--- src/rtl/instr_fetch_pkg.sv ---
// Shared definitions for the fetch stage and its neighbours.
//   fetch_state_e : fetch FSM states
//   NOP_INSTR     : canonical NOP (addi x0,x0,0) presented after reset
//   OPCODE_*      : major opcodes, shared with the control unit
package instr_fetch_pkg;

    localparam logic [31:0] NOP_INSTR = 32'h0000_0013;

    localparam logic [6:0] OPCODE_LUI    = 7'b0110111;
    localparam logic [6:0] OPCODE_AUIPC  = 7'b0010111;
    localparam logic [6:0] OPCODE_JAL    = 7'b1101111;
    localparam logic [6:0] OPCODE_JALR   = 7'b1100111;
    localparam logic [6:0] OPCODE_BRANCH = 7'b1100011;
    localparam logic [6:0] OPCODE_LOAD   = 7'b0000011;
    localparam logic [6:0] OPCODE_STORE  = 7'b0100011;
    localparam logic [6:0] OPCODE_OP_IMM = 7'b0010011;
    localparam logic [6:0] OPCODE_OP     = 7'b0110011;

    typedef enum logic [1:0] {
        IDLE,
        FETCH,
        ISSUE
    } fetch_state_e;

endpackage

--- src/rtl/instr_fetch_if.sv ---
// Instruction-memory request/response bus.
//   imem_req   : fetch request, level, held until imem_valid
//   imem_addr  : word-aligned fetch address, stable while a request is open
//   imem_rdata : returned instruction word
//   imem_valid : one-cycle response strobe per request
// master = fetch stage, slave = instruction memory.
interface instr_fetch_if #(
    parameter int unsigned XLEN = 32
);
    logic            imem_req;
    logic [XLEN-1:0] imem_addr;
    logic [XLEN-1:0] imem_rdata;
    logic            imem_valid;

    modport master (
        output imem_req,
        output imem_addr,
        input  imem_rdata,
        input  imem_valid
    );

    modport slave (
        input  imem_req,
        input  imem_addr,
        output imem_rdata,
        output imem_valid
    );
endinterface

--- src/rtl/instr_fetch_pc_next.sv ---
// Combinational next-PC selection for the fetch stage.
//   pc_i         : current PC (always word aligned)
//   pc_sel_i     : 1 = branch/jump target, 0 = sequential
//   alu_target_i : branch/jump target
//   flush_i      : redirect, takes priority over pc_sel_i
//   flush_pc_i   : redirect address
//   next_pc_o    : selected address with bits [1:0] cleared
//   pc_plus4_o   : pc_i + 4, wraps modulo 2^XLEN
//   misalign_o   : selected address had non-zero bits [1:0]
module pc_next #(
    parameter int unsigned XLEN = 32
) (
    input  logic [XLEN-1:0] pc_i,
    input  logic            pc_sel_i,
    input  logic [XLEN-1:0] alu_target_i,
    input  logic            flush_i,
    input  logic [XLEN-1:0] flush_pc_i,
    output logic [XLEN-1:0] next_pc_o,
    output logic [XLEN-1:0] pc_plus4_o,
    output logic            misalign_o
);

    logic [XLEN-1:0] target_raw;

    always_comb begin
        pc_plus4_o = pc_i + XLEN'(4);
        if (flush_i) begin
            target_raw = flush_pc_i;
        end else if (pc_sel_i) begin
            target_raw = alu_target_i;
        end else begin
            target_raw = pc_plus4_o;
        end
        // pc_i is aligned, so only an external target can trip misalign
        next_pc_o  = {target_raw[XLEN-1:2], 2'b00};
        misalign_o = |target_raw[1:0];
    end

endmodule

--- src/rtl/instr_fetch.sv ---
// Fetch stage: holds the PC, fetches words over the imem handshake and
// presents a stable instruction to the control unit until it is consumed.
//   clk, rst_n     : clock, synchronous active-low reset
//   pc_sel         : 1 = next PC is alu_target, 0 = pc + 4
//   alu_target     : branch/jump target
//   stall          : downstream not ready to consume instr
//   flush/flush_pc : redirect request and address
//   imem           : instruction-memory bus (master side)
//   instr          : current instruction
//   instr_valid    : instr holds a fetched, unconsumed word
//   pc, pc_plus4   : address of instr and its sequential successor
//   misalign       : one-cycle pulse when a target had bits [1:0] != 0
//   illegal        : valid instruction whose bits [1:0] are not 2'b11
module instr_fetch
    import instr_fetch_pkg::*;
#(
    parameter int unsigned     XLEN     = 32,
    parameter logic [XLEN-1:0] RESET_PC = '0
) (
    input  logic            clk,
    input  logic            rst_n,
    input  logic            pc_sel,
    input  logic [XLEN-1:0] alu_target,
    input  logic            stall,
    input  logic            flush,
    input  logic [XLEN-1:0] flush_pc,
    instr_fetch_if.master   imem,
    output logic [XLEN-1:0] instr,
    output logic            instr_valid,
    output logic [XLEN-1:0] pc,
    output logic [XLEN-1:0] pc_plus4,
    output logic            misalign,
    output logic            illegal
);

    fetch_state_e    state_q;
    logic [XLEN-1:0] pc_q;
    logic [XLEN-1:0] addr_q;
    logic [XLEN-1:0] instr_q;
    logic            instr_valid_q;
    logic            req_q;
    logic            drop_q;
    logic            misalign_q;

    logic [XLEN-1:0] next_pc;
    logic            next_misalign;

    pc_next #(
        .XLEN (XLEN)
    ) u_pc_next (
        .pc_i         (pc_q),
        .pc_sel_i     (pc_sel),
        .alu_target_i (alu_target),
        .flush_i      (flush),
        .flush_pc_i   (flush_pc),
        .next_pc_o    (next_pc),
        .pc_plus4_o   (pc_plus4),
        .misalign_o   (next_misalign)
    );

    // addr_q is kept apart from pc_q so that a flush during an open request
    // can update the PC without disturbing the address the memory is serving.
    always_ff @(posedge clk) begin
        if (!rst_n) begin
            state_q       <= IDLE;
            pc_q          <= RESET_PC;
            addr_q        <= RESET_PC;
            instr_q       <= XLEN'(NOP_INSTR);
            instr_valid_q <= 1'b0;
            req_q         <= 1'b0;
            drop_q        <= 1'b0;
            misalign_q    <= 1'b0;
        end else begin
            misalign_q <= 1'b0;
            if (flush) begin
                pc_q          <= next_pc;
                misalign_q    <= next_misalign;
                instr_valid_q <= 1'b0;
                case (state_q)
                    FETCH: begin
                        if (imem.imem_valid) begin
                            // response arrives with the flush: discard it, re-request
                            drop_q <= 1'b0;
                            addr_q <= next_pc;
                        end else begin
                            // response still owed: swallow it before re-requesting
                            drop_q <= 1'b1;
                        end
                    end
                    default: begin
                        state_q <= FETCH;
                        req_q   <= 1'b1;
                        addr_q  <= next_pc;
                        drop_q  <= 1'b0;
                    end
                endcase
            end else begin
                case (state_q)
                    IDLE: begin
                        state_q <= FETCH;
                        req_q   <= 1'b1;
                        addr_q  <= pc_q;
                    end
                    FETCH: begin
                        if (imem.imem_valid) begin
                            if (drop_q) begin
                                drop_q <= 1'b0;
                                addr_q <= pc_q;
                            end else begin
                                instr_q       <= imem.imem_rdata;
                                instr_valid_q <= 1'b1;
                                req_q         <= 1'b0;
                                state_q       <= ISSUE;
                            end
                        end
                    end
                    ISSUE: begin
                        if (!stall) begin
                            pc_q          <= next_pc;
                            misalign_q    <= next_misalign;
                            instr_valid_q <= 1'b0;
                            addr_q        <= next_pc;
                            req_q         <= 1'b1;
                            state_q       <= FETCH;
                        end
                    end
                    default: begin
                        state_q <= IDLE;
                        req_q   <= 1'b0;
                    end
                endcase
            end
        end
    end

    assign imem.imem_req  = req_q;
    assign imem.imem_addr = addr_q;

    assign instr       = instr_q;
    assign instr_valid = instr_valid_q;
    assign pc          = pc_q;
    assign misalign    = misalign_q;
    assign illegal     = instr_valid_q && (instr_q[1:0] != 2'b11);

endmodule

--- src/flat_wrapper.sv ---
// flat-port wrapper written by rule: the top's interface ports become plain ports
module instr_fetch_flat import instr_fetch_pkg::*;
#(
    parameter int unsigned     XLEN     = 32,
    parameter logic [XLEN-1:0] RESET_PC = '0
)
  (clk, rst_n, pc_sel, alu_target, stall, flush, flush_pc, instr, instr_valid, pc, pc_plus4, misalign, illegal, imem_imem_req, imem_imem_addr, imem_imem_rdata, imem_imem_valid);
  instr_fetch_if #(.XLEN(XLEN)) imem_i ();
  input  logic clk;
  input  logic rst_n;
  input  logic pc_sel;
  input  logic [XLEN-1:0] alu_target;
  input  logic stall;
  input  logic flush;
  input  logic [XLEN-1:0] flush_pc;
  output logic [XLEN-1:0] instr;
  output logic instr_valid;
  output logic [XLEN-1:0] pc;
  output logic [XLEN-1:0] pc_plus4;
  output logic misalign;
  output logic illegal;
  output wire logic [$bits(imem_i.imem_req)-1:0] imem_imem_req;
  output wire logic [$bits(imem_i.imem_addr)-1:0] imem_imem_addr;
  input wire logic [$bits(imem_i.imem_rdata)-1:0] imem_imem_rdata;
  input wire logic [$bits(imem_i.imem_valid)-1:0] imem_imem_valid;
  assign imem_imem_req = imem_i.imem_req;
  assign imem_imem_addr = imem_i.imem_addr;
  assign imem_i.imem_rdata = imem_imem_rdata;
  assign imem_i.imem_valid = imem_imem_valid;
  instr_fetch #(.XLEN(XLEN), .RESET_PC(RESET_PC)) u_core (.clk(clk), .rst_n(rst_n), .pc_sel(pc_sel), .alu_target(alu_target), .stall(stall), .flush(flush), .flush_pc(flush_pc), .imem(imem_i), .instr(instr), .instr_valid(instr_valid), .pc(pc), .pc_plus4(pc_plus4), .misalign(misalign), .illegal(illegal));
endmodule
--- config.mk ---
export PLATFORM = sky130hd
export DESIGN_NAME = instr_fetch_flat
export DESIGN_NICKNAME = d
export VERILOG_FILES = /design/src/rtl/instr_fetch_pkg.sv /design/src/rtl/instr_fetch_if.sv /design/src/rtl/instr_fetch_pc_next.sv /design/src/rtl/instr_fetch.sv /design/src/flat_wrapper.sv
export SDC_FILE = /design/constraint.sdc
export NUM_CORES = 1
export LEC_CHECK = 0
export BUFFER_PORTS_ARGS = -buffer_cell sky130_fd_sc_hd__buf_2
export CAP_MARGIN = 20
export CORE_ASPECT_RATIO = 0.8
export CORE_MARGIN = 2
export CORE_UTILIZATION = 49
export DETAILED_ROUTE_END_ITERATION = 10
export MAX_ROUTING_LAYER = met4
export PLACE_DENSITY = 0.92
export SLEW_MARGIN = 5
export SYNTH_ARGS = -nofsm -noshare
export SYNTH_HDL_FRONTEND = slang
export SYNTH_SLANG_ARGS = --single-unit
--- constraint.sdc ---
create_clock -name clk -period 2.72 [get_ports clk]
set_clock_uncertainty 0.05 [all_clocks]
set_input_delay 0.544 -clock clk [delete_from_list [all_inputs] [get_ports clk]]
set_output_delay 0.544 -clock clk [all_outputs]
set_load 0.01 [all_outputs]
==> metrics.txt, run 1 <==
status=complete, no violations; via count=7155; part of the cycle the worst path needs=99.3%; mapped cell area=0.00587 mm^2; Post-DRT Antenna Nets=0; Netlist cell types=74; crit path kind=register to output pin; hold depth=3; met2 Track Usage GR=53.7%; xor/xnor share of the synthesized area=2.39%; worst-path fanout max=6; Worst R2R Path Depth=7; vias per cell=6.19; routed len/inst=19.1 um; dpl hpwl=16000 um; post-synthesis to final-layout area growth=33.0%; unrepaired setup endpoints after global routing=true; YS warnings=0; DR DRC count=0; grt met1 use=42.2%; htree depth=3; initial antenna violation count=0; number of synthesized flops with an enable pin=0; CP peak stage delay=460 ps; Final Hold Fails=0; Worst Hold Class=input pin to register; maximum VDD drop=0.000305 V; asr flop ratio synth=0%; 1st-iter DRT viols=900; Bufs on Longest Clock Path=2; Total GRT Usage=33.4%; worst r2r dst=u_core.imem.imem_addr[10]; CP required=2130 ps; Die Span X=126 um; HP Start=imem_imem_rdata[1]; Power Total=4.03 mW; main combinational cell family by area after synthesis=simple AND/OR/NAND/NOR gates; share of cells above drive strength 1=36.1%; Slew @ Worst Pin=664 ps; flops & latches, synth=97; Post-layout nets=1109; dpl cell area=0.00729 mm^2; Fin Hold WS=345 ps; Skew-Pair Late Insertion Delay=360 ps; worst flop-to-flop path startpoint=u_core.state_q[0]; Setup crit end kind=output pin; die height=102 um; I/O pin count=234; antenna cell count=0; Fillers=986; CTS sink count=97; Core ar.=0.0116 mm^2; Synth Instances=777; compound-cell area share of the yosys netlist=26.9%; Synth Area per Inst=7.55 um^2; slew margin rel.=55.3%; Most Used Layer, Global Route=met2; design area=0.00780 mm^2; I/O Buffers=227; flop2flop setup slack=380 ps; pin count of the biggest net entering global routing=41; Pre-antenna DRT Iters=6; first-pass GRT wire length=33500 um; leakage=3.48 nW; Max Clock Freq=370 MHz; die area=0.0129 mm^2; post-route setup TNS=0 ps; most common flop cell mapped by yosys=dfxtp_1; WP data arrival=2110 ps; final wirelength=22000 um; Cell Rows=35; Slew Viols, Final=0; Seq/Total Area, Yosys=33.1%; fin crit period=2700 ps; grt met3 use=6.60%; GRT overflow=0; root buffer cell=clkbuf_16; Max Cap Violations=0; RePlAce Congestion=1.01; Final setup viols=0; hold endpoint=u_core.instr[1]; Worst setup SP type=register; Power Dens Cells=517 mW/mm^2; Synth Area in Adders=1.07%; vias in the first global route=6472; cells along the critical path=and4_1, nand4_1, buf_4, nor4_4, xor2_1, buf_2; CTS tree=done; number of CTS-inserted buffers=9; Initial Utilization=50.5%; Worst-path clk slew=80 ps; Post-Synth Simple-Gate Area=27.4%; CP max stage cell=dfxtp_1; mux cell area share after synthesis=1.92%
-- metrics by stage --
step,utilization (%),worst slack [ps],cells
2_1_floorplan,-,282,782
3_3_place_gp,62.8,278,1132
3_5_place_dp,62.8,173,1132
4_1_cts,65.9,1.59,1148
5_1_grt,67.2,-35.1,1155
6_report,67.2,19.8,1155
-- per-layer routing --
metal | vias up | part of all wire (%)
met2 | 506 | 46
met3 | 74 | 11
met4 | 0 | 3.0
li1 | 3266 | -
met5 | - | 0
met1 | 3309 | 40
-- how the worst max path moves through the flow --
stage          depth (start not counted)           end  slack, ps     startpoint
6_report                               6  pc_plus4[31]         20  u_core.pc[26]
5_1_grt                                6  pc_plus4[31]        -40  u_core.pc[26]
4_1_cts                                6  pc_plus4[12]          2   u_core.pc[2]
3_5_place_dp                           5  pc_plus4[30]        170  u_core.pc[19]
3_3_place_gp                           5  pc_plus4[30]        280  u_core.pc[19]
2_1_floorplan                          6  pc_plus4[30]        280   u_core.pc[2]
-- layout by cell type (no fill, tap or decap), drive strengths merged, types with 6 or more instances in the layout --
master / instances
o221ai: 6
or2: 12
nand4: 14
conb: 6
nor4: 16
dfxtp: 97
o21ai: 52
mux2i: 9
o211ai: 8
nand2: 112
or3: 6
o211a: 6
and3: 6
o311ai: 8
xnor2: 11
o31ai: 10
buf: 285
a21oi: 76
a211oi: 11
nor2: 35
nor3: 26
clkbuf: 9
and4: 7
nand2b: 14
nand3: 45
a31oi: 13
inv: 24
-- worst max-delay path: cells and delay by family (launching register included) --
kind | cells | cell delay (ps)
and+or+nand+nor | 3 | 740
xor gates and xnor gates | 1 | 180
DFF | 1 | 460
buffers and inverters | 2 | 360
-- power by group --
group	switching, mW	leakage, nW	total, mW	internal, mW
Combinational	0.617	2.53	1.05	0.429
Clock	0.674	0.152	1.34	0.667
Sequential	0.103	0.803	1.64	1.54
Total	1.39	3.48	4.03	2.64
-- cell families after synthesis --
kind of cell	Yosys count
compound gates	242
xor+xnor	16
fa+ha+maj	5
buf+inv	96
flops	97
mux	11
other cells	1
simple gates	309
-- flip-flops by register name, summed over array words and instances (netlist names) --
signal	flops
u_core.drop_q	1
u_core.imem.imem_addr	30
u_core.instr	32
u_core.instr_valid	1
u_core.misalign	1
u_core.pc	30
u_core.state_q	2
-- cell usage after synthesis, types with 12 or more instances --
cell type  count  area, um^2
nand3_1       41         205
nand2_1      112         420
o21ai_0       49         245
dfxtp_1       97        1940
buf_2         16        80.1
a21oi_1       76         380
a31oi_1       13        81.3
nor2_1        35         131
nand2b_1      14        87.6
inv_1         18        67.6
or2_2         12        75.1
nor3_1        26         130
nor4_1        13        81.3
clkbuf_1      42         158
-- repair_timing --
item	CTS	global route
setup endpoints to repair	12	13
gates resized for setup	21	22
hold buffers	0	0
cloned	0	1
pin swaps	0	4
buffers inserted	0	5
hold endpoints to repair	0	0
-- cell type report --
class                           instances  area (um^2)  area share, %
Multi-Input combinational cell        590         3640           46.7
Sequential cell                        97         1970           25.2
Timing Repair Buffer                  285         1620           20.8
Clock buffer                            9          225           2.89
Tap cell                              148          185           2.37
Clock inverter                          7         86.3           1.11
Inverter                               19         71.3          0.914
Note: power is estimated with default switching activity, not from simulation.
==> inputs of run 2 (changes only) <==
--- a/config.mk
+++ b/config.mk
@@ -5,14 +5,14 @@
 export SDC_FILE = /design/constraint.sdc
 export NUM_CORES = 1
 export LEC_CHECK = 0
-export BUFFER_PORTS_ARGS = -buffer_cell sky130_fd_sc_hd__buf_2
 export CAP_MARGIN = 20
 export CORE_ASPECT_RATIO = 0.8
 export CORE_MARGIN = 2
-export CORE_UTILIZATION = 49
+export CORE_UTILIZATION = 50
 export DETAILED_ROUTE_END_ITERATION = 10
+export DONT_BUFFER_PORTS = 1
 export MAX_ROUTING_LAYER = met4
-export PLACE_DENSITY = 0.92
+export PLACE_DENSITY = 0.76
 export SLEW_MARGIN = 5
 export SYNTH_ARGS = -nofsm -noshare
 export SYNTH_HDL_FRONTEND = slang
==> metrics.txt, run 2 (synthesized netlist as in run 1, its figures left out) <==
Pre-antenna DRT Iters=5; antenna cell count=0; design area=0.00647 mm^2; Skew-Pair Late Insertion Delay=350 ps; dpl hpwl=14700 um; Final setup viols=0; clock share of power=33.7%; crit path kind=register to output pin; leakage=2.37 nW; post-route setup TNS=0 ps; grt met1 use=40.7%; worst flop-to-flop path startpoint=u_core.state_q[0]; Worst R2R Path Depth=7; Core ar.=0.0115 mm^2; vias per cell=6.60; Fillers=1072; CTS tree=done; number of CTS-inserted buffers=9; Total GRT Usage=31.5%; Max Cap Violations=0; Sw Share=32.8%; DR DRC count=0; Post-layout nets=873; die height=101 um; worst-path fanout max=8; Die Span X=125 um; WP data arrival=2110 ps; grt met3 use=9.50%; CTS sink count=97; Seq pwr share=46.3%; combinational power share=20.0%; post-synthesis to final-layout area growth=10.3%; fin worst setup slack=19.8 ps; first-pass GRT wire length=30800 um; hold depth=1; fin crit period=2700 ps; Sw Pwr=1.19 mW; Power Dens Cells=561 mW/mm^2; via count=6066; status=complete, no violations; 1st-iter DRT viols=491; final std cells w/o fill=919; Bufs on Longest Clock Path=2; dpl cell area=0.00609 mm^2; Power Total=3.63 mW; commonest cells after routing, fill and taps aside=nand2_1 (111), dfxtp_1 (95), a21oi_1 (76); I/O Buffers=0; Worst-path clk slew=70 ps; Setup crit end kind=output pin; routed len/inst=22.2 um; Worst setup SP type=register; Slew Viols, Final=0; final wirelength=20400 um; Initial Utilization=51.1%; maximum VDD drop=0.000319 V; flop2flop setup slack=390 ps; I/O pin count=234; Fin Hold WS=240 ps; htree depth=3; part of the cycle the worst path needs=99.3%; Most Used Layer, Global Route=met2; hold endpoint=u_core.instr[4]; P_int=2.44 mW; Slew @ Worst Pin=767 ps; Max Clock Freq=370 MHz; Worst Hold Class=input pin to register; met2 Track Usage GR=48.5%; final core utilization=56.4%; worst r2r dst=u_core.imem.imem_addr[29]; die area=0.0126 mm^2; DP Worst Slack=271 ps; CP required=2130 ps; RePlAce Congestion=0.902; number of flip-flops in the largest register=32; Cell Rows=35; vias in the first global route=5600; share of cells above drive strength 1=14.7%; GRT overflow=0; slew margin rel.=48.7%; initial antenna violation count=0; Post-DRT Antenna Nets=0; Inst Count DP=900; Final Hold Fails=0; root buffer cell=clkbuf_16; HP Start=rst_n; pin count of the biggest net entering global routing=70; unrepaired setup endpoints after global routing=true; commonest non-fill, non-tap cell in the layout=nand2_1
-- run 2: critical path: stages (launching register included) --
cell and delay (ps):
dfxtp_1 510, nand3_2 330, nor3_2 380, a21boi_0 170, or2_2 360
-- run 2: layout make-up --
type | instances | area (um^2) | share of cell area (%)
clock buffer | 11 | 233 | 3.60
clock inverter | 5 | 38.8 | 0.600
inverter | 19 | 71.3 | 1.10
multi-input combinational | 589 | 3610 | 55.8
sequential | 97 | 1940 | 30.1
tap | 148 | 185 | 2.86
timing repair buffer | 50 | 388 | 6.00
-- run 2: repair_timing --
| item | 4_1_cts | 5_1_grt |
|---|---|---|
| buffers inserted | 0 | 3 |
| resized for setup | 4 | 17 |
| hold buffers | 0 | 0 |
| setup endpoints to repair | 8 | 15 |
| cloned | 0 | 0 |
| pin swaps | 0 | 1 |
-- run 2: worst max-delay path by stage --
stage                 start      endpoint  slack [ps]  depth (start not counted)
2_1_floorplan  u_core.pc[2]  pc_plus4[30]         280                          6
3_3_place_gp   u_core.pc[2]  pc_plus4[15]         350                          5
3_5_place_dp   u_core.pc[2]  pc_plus4[16]         270                          6
4_1_cts        u_core.pc[2]  pc_plus4[30]         -30                          5
5_1_grt        u_core.pc[2]  pc_plus4[30]         -40                          5
6_report       u_core.pc[5]  pc_plus4[15]          20                          4
-- run 2: power by group through the flow --
stage | combinational (mW) | clock, mW | sequential [mW]
6_report | 0.727 | 1.22 | 1.68
5_1_grt | 0.793 | 1.30 | 1.69
4_1_cts | 0.713 | 1.23 | 1.68
3_5_place_dp | 0.709 | 0 | 1.71
3_3_place_gp | 0.690 | 0 | 1.70
2_1_floorplan | 0.522 | 0 | 1.70
-- run 2: metal layers --
metal / vias up / wire [um]
met5: - / 0
met4: 0 / 318
met3: 32 / 2100
met2: 331 / 9430
met1: 2914 / 8570
li1: 2789 / -
